<file path="src/rtl/knap_pkg.sv">
// Shared types and default sizes for the knapsack exhaustive-search sequencer.
package knap_pkg;

    localparam int KNAP_N_ITEMS = 17;
    localparam int KNAP_VAL_W   = 9;

    typedef enum logic [1:0] {
        IDLE  = 2'd0,
        RUN   = 2'd1,
        DRAIN = 2'd2,
        DONE  = 2'd3
    } knap_state_e;

endpackage

</file>
<file path="src/rtl/knap_best_track.sv">
// Stage register for the checker verdict plus best-valid-selection tracking.
module knap_best_track #(
    parameter int N_ITEMS = knap_pkg::KNAP_N_ITEMS,
    parameter int VAL_W   = knap_pkg::KNAP_VAL_W
) (
    input  logic               clk,
    input  logic               rst_n,
    input  logic               i_clear,
    input  logic               i_cap_en,
    input  logic               i_upd_en,
    input  logic [N_ITEMS-1:0] i_cand,
    input  logic               i_valid,
    input  logic [VAL_W-1:0]   i_value,
    output logic               o_stage_valid,
    output logic               o_found,
    output logic [N_ITEMS-1:0] o_best_sel,
    output logic [VAL_W-1:0]   o_best_value
);

    logic               r_stage_valid;
    logic [N_ITEMS-1:0] r_stage_sel;
    logic [VAL_W-1:0]   r_stage_value;
    logic               r_found;
    logic [N_ITEMS-1:0] r_best_sel;
    logic [VAL_W-1:0]   r_best_value;
    logic               w_better;

    // Strict compare keeps the earliest (lowest-index) selection on ties.
    assign w_better = r_stage_valid && (!r_found || (r_stage_value > r_best_value));

    always_ff @(posedge clk or negedge rst_n) begin
        if (!rst_n) begin
            r_stage_valid <= 1'b0;
            r_stage_sel   <= '0;
            r_stage_value <= '0;
        end else if (i_clear) begin
            r_stage_valid <= 1'b0;
            r_stage_sel   <= '0;
            r_stage_value <= '0;
        end else if (i_cap_en) begin
            r_stage_valid <= i_valid;
            r_stage_sel   <= i_cand;
            r_stage_value <= i_value;
        end else begin
            r_stage_valid <= 1'b0;
        end
    end

    always_ff @(posedge clk or negedge rst_n) begin
        if (!rst_n) begin
            r_found      <= 1'b0;
            r_best_sel   <= '0;
            r_best_value <= '0;
        end else if (i_clear) begin
            r_found      <= 1'b0;
            r_best_sel   <= '0;
            r_best_value <= '0;
        end else if (i_upd_en && w_better) begin
            r_found      <= 1'b1;
            r_best_sel   <= r_stage_sel;
            r_best_value <= r_stage_value;
        end
    end

    assign o_stage_valid = r_stage_valid;
    assign o_found       = r_found;
    assign o_best_sel    = r_best_sel;
    assign o_best_value  = r_best_value;

endmodule

</file>
<file path="src/rtl/knap_search_ctrl.sv">
// Exhaustive-search sequencer driving a combinational knapsack checker.
// Optional KNAP_STATS_EN adds n_valid, a saturating count of staged valid candidates.
module knap_search_ctrl #(
    parameter int N_ITEMS = knap_pkg::KNAP_N_ITEMS,
    parameter int VAL_W   = knap_pkg::KNAP_VAL_W
) (
    input  logic               clk,
    input  logic               rst_n,
    input  logic               start,
    input  logic               first_hit,
    input  logic               abort,
    output logic [N_ITEMS-1:0] cand,
    input  logic               chk_valid,
    input  logic [VAL_W-1:0]   chk_value,
    output logic               busy,
    output logic               done,
    output logic               found,
    output logic [N_ITEMS-1:0] best_sel,
    output logic [VAL_W-1:0]   best_value
`ifdef KNAP_STATS_EN
    ,
    output logic [N_ITEMS:0]   n_valid
`endif
);

    import knap_pkg::*;

    knap_state_e        r_state;
    knap_state_e        w_state_nxt;
    logic [N_ITEMS-1:0] r_cnt;
    logic               r_first;
    logic               w_start_ok;
    logic               w_last;
    logic               w_cap_en;
    logic               w_upd_en;
    logic               w_stage_valid;

    assign w_start_ok = (r_state == IDLE) && start && !abort;
    assign w_last     = (r_cnt == {N_ITEMS{1'b1}});

    always_ff @(posedge clk or negedge rst_n) begin
        if (!rst_n) r_state <= IDLE;
        else        r_state <= w_state_nxt;
    end

    always_comb begin
        w_state_nxt = r_state;
        case (r_state)
            IDLE:    if (w_start_ok) w_state_nxt = RUN;
            RUN: begin
                if (abort)                          w_state_nxt = IDLE;
                else if (r_first && w_stage_valid)  w_state_nxt = DONE;
                else if (w_last)                    w_state_nxt = DRAIN;
            end
            DRAIN:   w_state_nxt = abort ? IDLE : DONE;
            DONE:    w_state_nxt = IDLE;
            default: w_state_nxt = IDLE;
        endcase
    end

    always_comb begin
        cand     = '0;
        busy     = 1'b0;
        done     = 1'b0;
        w_cap_en = 1'b0;
        w_upd_en = 1'b0;
        case (r_state)
            RUN: begin
                cand     = r_cnt;
                busy     = 1'b1;
                w_cap_en = 1'b1;
                w_upd_en = 1'b1;
            end
            DRAIN: begin
                busy     = 1'b1;
                w_upd_en = 1'b1;
            end
            DONE:    done = 1'b1;
            default: ;
        endcase
    end

    // Counter only advances while staying in RUN, so it never wraps into a second pass.
    always_ff @(posedge clk or negedge rst_n) begin
        if (!rst_n) begin
            r_cnt   <= '0;
            r_first <= 1'b0;
        end else if (w_start_ok) begin
            r_cnt   <= '0;
            r_first <= first_hit;
        end else if ((r_state == RUN) && (w_state_nxt == RUN)) begin
            r_cnt   <= r_cnt + 1'b1;
        end
    end

    knap_best_track #(
        .N_ITEMS (N_ITEMS),
        .VAL_W   (VAL_W)
    ) u_best (
        .clk           (clk),
        .rst_n         (rst_n),
        .i_clear       (w_start_ok),
        .i_cap_en      (w_cap_en),
        .i_upd_en      (w_upd_en),
        .i_cand        (cand),
        .i_valid       (chk_valid),
        .i_value       (chk_value),
        .o_stage_valid (w_stage_valid),
        .o_found       (found),
        .o_best_sel    (best_sel),
        .o_best_value  (best_value)
    );

`ifdef KNAP_STATS_EN
    localparam logic [N_ITEMS:0] NV_MAX = {1'b1, {N_ITEMS{1'b0}}};
    logic [N_ITEMS:0] r_n_valid;

    always_ff @(posedge clk or negedge rst_n) begin
        if (!rst_n)                                               r_n_valid <= '0;
        else if (w_start_ok)                                      r_n_valid <= '0;
        else if (w_upd_en && w_stage_valid && (r_n_valid != NV_MAX)) r_n_valid <= r_n_valid + 1'b1;
    end

    assign n_valid = r_n_valid;
`endif

endmodule

</file>
<file path="config.mk">
export PLATFORM = sky130hd
export DESIGN_NAME = knap_search_ctrl
export DESIGN_NICKNAME = d
export VERILOG_FILES = /design/src/rtl/knap_pkg.sv /design/src/rtl/knap_best_track.sv /design/src/rtl/knap_search_ctrl.sv
export SDC_FILE = /design/constraint.sdc
export NUM_CORES = 1
export LEC_CHECK = 0
export CORE_AREA = 2 2 89 91
export CTS_CLUSTER_DIAMETER = 200
export CTS_CLUSTER_SIZE = 12
export DETAILED_ROUTE_END_ITERATION = 8
export DIE_AREA = 0 0 91 93
export PLACE_DENSITY = 0.87
export SLEW_MARGIN = 20
export SYNTH_ARGS = -nofsm -noshare
export SYNTH_HDL_FRONTEND = slang
export SYNTH_HIERARCHICAL = 1
export SYNTH_SLANG_ARGS = --single-unit
</file>
<file path="constraint.sdc">
create_clock -name clk -period 5.3 [get_ports clk]
set_input_delay 1.325 -clock clk [delete_from_list [all_inputs] [get_ports clk]]
set_output_delay 1.325 -clock clk [all_outputs]
set_load 0.01 [all_outputs]
</file>
==> reports/results.tsv <==
metric	value	unit
status	finished clean	
die area	0.00846	mm^2
post-cts gate resize count	0	
Final ANT Viol Nets	0	
Total Routing Usage GR	21.2	%
overflow left after global routing	0	
Synth cell types	46	
worst vdd ir	247	uV
vias in the first global route	2927	
DRC Markers	0	
Finished Core Util	63.7	%
Final Cycle Share	76.7	%
fraction of power spent switching nets	39.2	%
Yosys Warn Count	6	
Num CTS Buffers	9	
slew margin rel.	41.8	%
CP required	3.97	ns
# clock sinks	74	
Routed met2 length	3.95	mm
Pre-Repair DR Iteration Count	5	
power density over cell area	535	mW/mm^2
CTS H-tree lvls	3	
post-synth top area share	46.5	%
Detailed Route Iter0 Violations	170	
DR vias	3003	
postcts setup bufs	0	
Fin. Hold Viols	0	
top sig layer	met4	
first-pass GRT wire length	14.3	mm
nets@finish	469	
HP Class	flop to flop	
leakage power	2.04	nW
# IOs	61	
setup TNS	0	ns
Clk pin slew, worst setup/hold paths	0.07	ns
Synth Instances	387	
Int Pwr	1.56	mW
met1 WL	3.84	mm
Yosys reg bits	74	
Setup CP Type	flop to output pin	
clk_lat worst skew	0.34	ns
WL/cell	15.3	um
Hold-fix buffers, CTS	0	
Post-Syn Area	0.00399	mm^2
fin. max-slew vios	0	
Net Count, Synth	417	
crit path time final	4.07	ns
clock share of power	15.8	%
CTS Buffer Depth	2	
final WL	8.34	mm
# rows	32	
Post-synth EDFFs	0	
count leader, synth	dfrtp_1	
Power, Total	2.56	mW
Met3 Routed Length	397	um
P_sw	1.01	mW
top post-synthesis cells by area	dfrtp_1, mux2i_1, nand2b_1	
Logic pwr share	45.9	%
RSZ-0062 raised after global routing	no	
proportion of layout cells with a drive suffix above 1	6.98	%
Sequential Power Share	38.3	%
# setup viols final	0	
CTS root buf	clkbuf_8	
largest area contributor in the netlist	dfrtp_1	
# Max-Cap Violations	0	
Clock Skew	0.00540	ns
Area Overhead vs Synth	20.3	%
vias per cell	5.50	
Die Y	93	um
Setup WS pre-CTS	1.61	ns
critical-path maximum fanout	29	
worst slew pin tran	0.872	ns
syn avg cell area	10.3	um^2
sequential fraction of the synthesis area	46.5	%
TritonCTS clock tree	yes	
diodes inserted	0	
slack of the critical path	1.23	ns
ys async rst share	100	%
dpl hpwl	5.90	mm
Setup crit start kind	flop	
Top FF cell, synth	dfrtp_1	
FMAX	246	MHz
Placer Congestion	0.821	
CP arrival	2.74	ns
Core Area	0.00753	mm^2
fillers	598	
largest net degree at the start of global routing	63	
die width	91	um
hold_ws	0.513	ns
Port Buffers	60	
initial cell density of the core	52.9	%
Commonest cells post-synth	dfrtp_1, nand2b_1, mux2i_1, nor2_1, nand2_1	
initial antenna violation count	0	
CP endpoint kind	output pin	
[routing by layer]
| metal | up-vias | GRT usage (%) |
|---|---|---|
| met1 | 1455 | 28.4 |
| met2 | 90 | 33.9 |
| met3 | 12 | 5.00 |
| met5 | - | 0 |
| met4 | 0 | 8.21 |
| li1 | 1446 | - |
[sequential cells by signal, summed over array words and instances (netlist names)]
signal	flops
r_cnt	17
u_best/o_best_sel	17
u_best/r_stage_sel	17
u_best/o_best_value	9
u_best/r_stage_value	9
r_state	2
r_first	1
u_best/o_found	1
u_best/o_stage_valid	1
[worst max-delay path, stage by stage (launching register included)]
cell,delay [ns]
dfrtp_1,0.44
inv_1,0.10
ha_2,0.68
buf_4,0.40
and2_1,0.22
clkdlybuf4s50_1,0.54
[area by class of cell]
type	count	area (um^2)	area share, %
Clock buffer	14	173	3.60
Timing Repair Buffer	64	626	13.1
Clock inverter	2	10.0	0.209
Inverter	15	56.3	1.17
Multi-Input combinational cell	275	1950	40.7
Tap cell	102	128	2.66
Sequential cell	74	1850	38.6
[power by group through the flow]
| stage | Sequential [mW] | Clock (mW) | Combinational [mW] |
|---|---|---|---|
| final | 0.981 | 0.405 | 1.18 |
| after global routing | 1.02 | 0.440 | 1.29 |
| after CTS | 0.979 | 0.415 | 1.18 |
| after detailed placement | 0.990 | 0 | 1.18 |
| after global placement | 0.978 | 0 | 1.14 |
| after floorplan | 0.955 | 0 | 0.777 |
[kinds of logic (layout without fill, tap and decap cells)]
kind of cell | after synthesis | in the layout | synth area share, %
buffers and inverters | 38 | 95 | 4.99
DFF | 74 | 74 | 46.5
AOI/OAI and AO/OA | 55 | 55 | 9.61
muxes | 52 | 52 | 13.1
and+or+nand+nor | 153 | 153 | 21.2
adders and majority gates | 15 | 15 | 4.71
[final timing paths]
| check | startpoint | to | slack, ns | cells past startpoint |
|---|---|---|---|---|
| setup reg to reg | r_cnt[0] | r_cnt[2] | 2.07 | 11 |
| hold / removal | r_cnt[16] | r_cnt[16] | 0.51 | 2 |
| max in group asynchronous | rst_n | u_best/r_stage_sel[12] | 3.22 | 2 |
| setup / recovery | r_state[1] | cand[2] | 1.23 | 5 |
| min in group asynchronous | rst_n | u_best/o_best_value[3] | 1.07 | 1 |
| hold reg to reg | r_cnt[16] | r_cnt[16] | 0.51 | 2 |
[cells in the final DEF, fill, tap and decap left out, drive strengths merged, types with 3 or more instances in the layout]
master         synthesis  final
nand3                  6      6
nand2b                54     54
o41ai                  4      4
clkdlybuf4s50          0     59
mux2i                 52     52
and4                   4      4
nand4                  5      5
nor2b                  3      3
ha                    15     15
nor2                  39     39
o31ai                  8      8
a21oi                  9      9
dfrtp                 74     74
buf                   12      5
a31oi                  3      3
clkbuf                11     14
and2                  16     16
nand2                 18     18
o21ai                 19     19
inv                   15     15
[metrics by stage]
stage                     cell area [um^2]  std cells
final                                 4790        546
after global routing                  4790        546
after CTS                             4790        546
after detailed placement              4610        530
after global placement                4610        530
after floorplan                       3990        387
No activity file was read; power rests on OpenSTA's default activity.
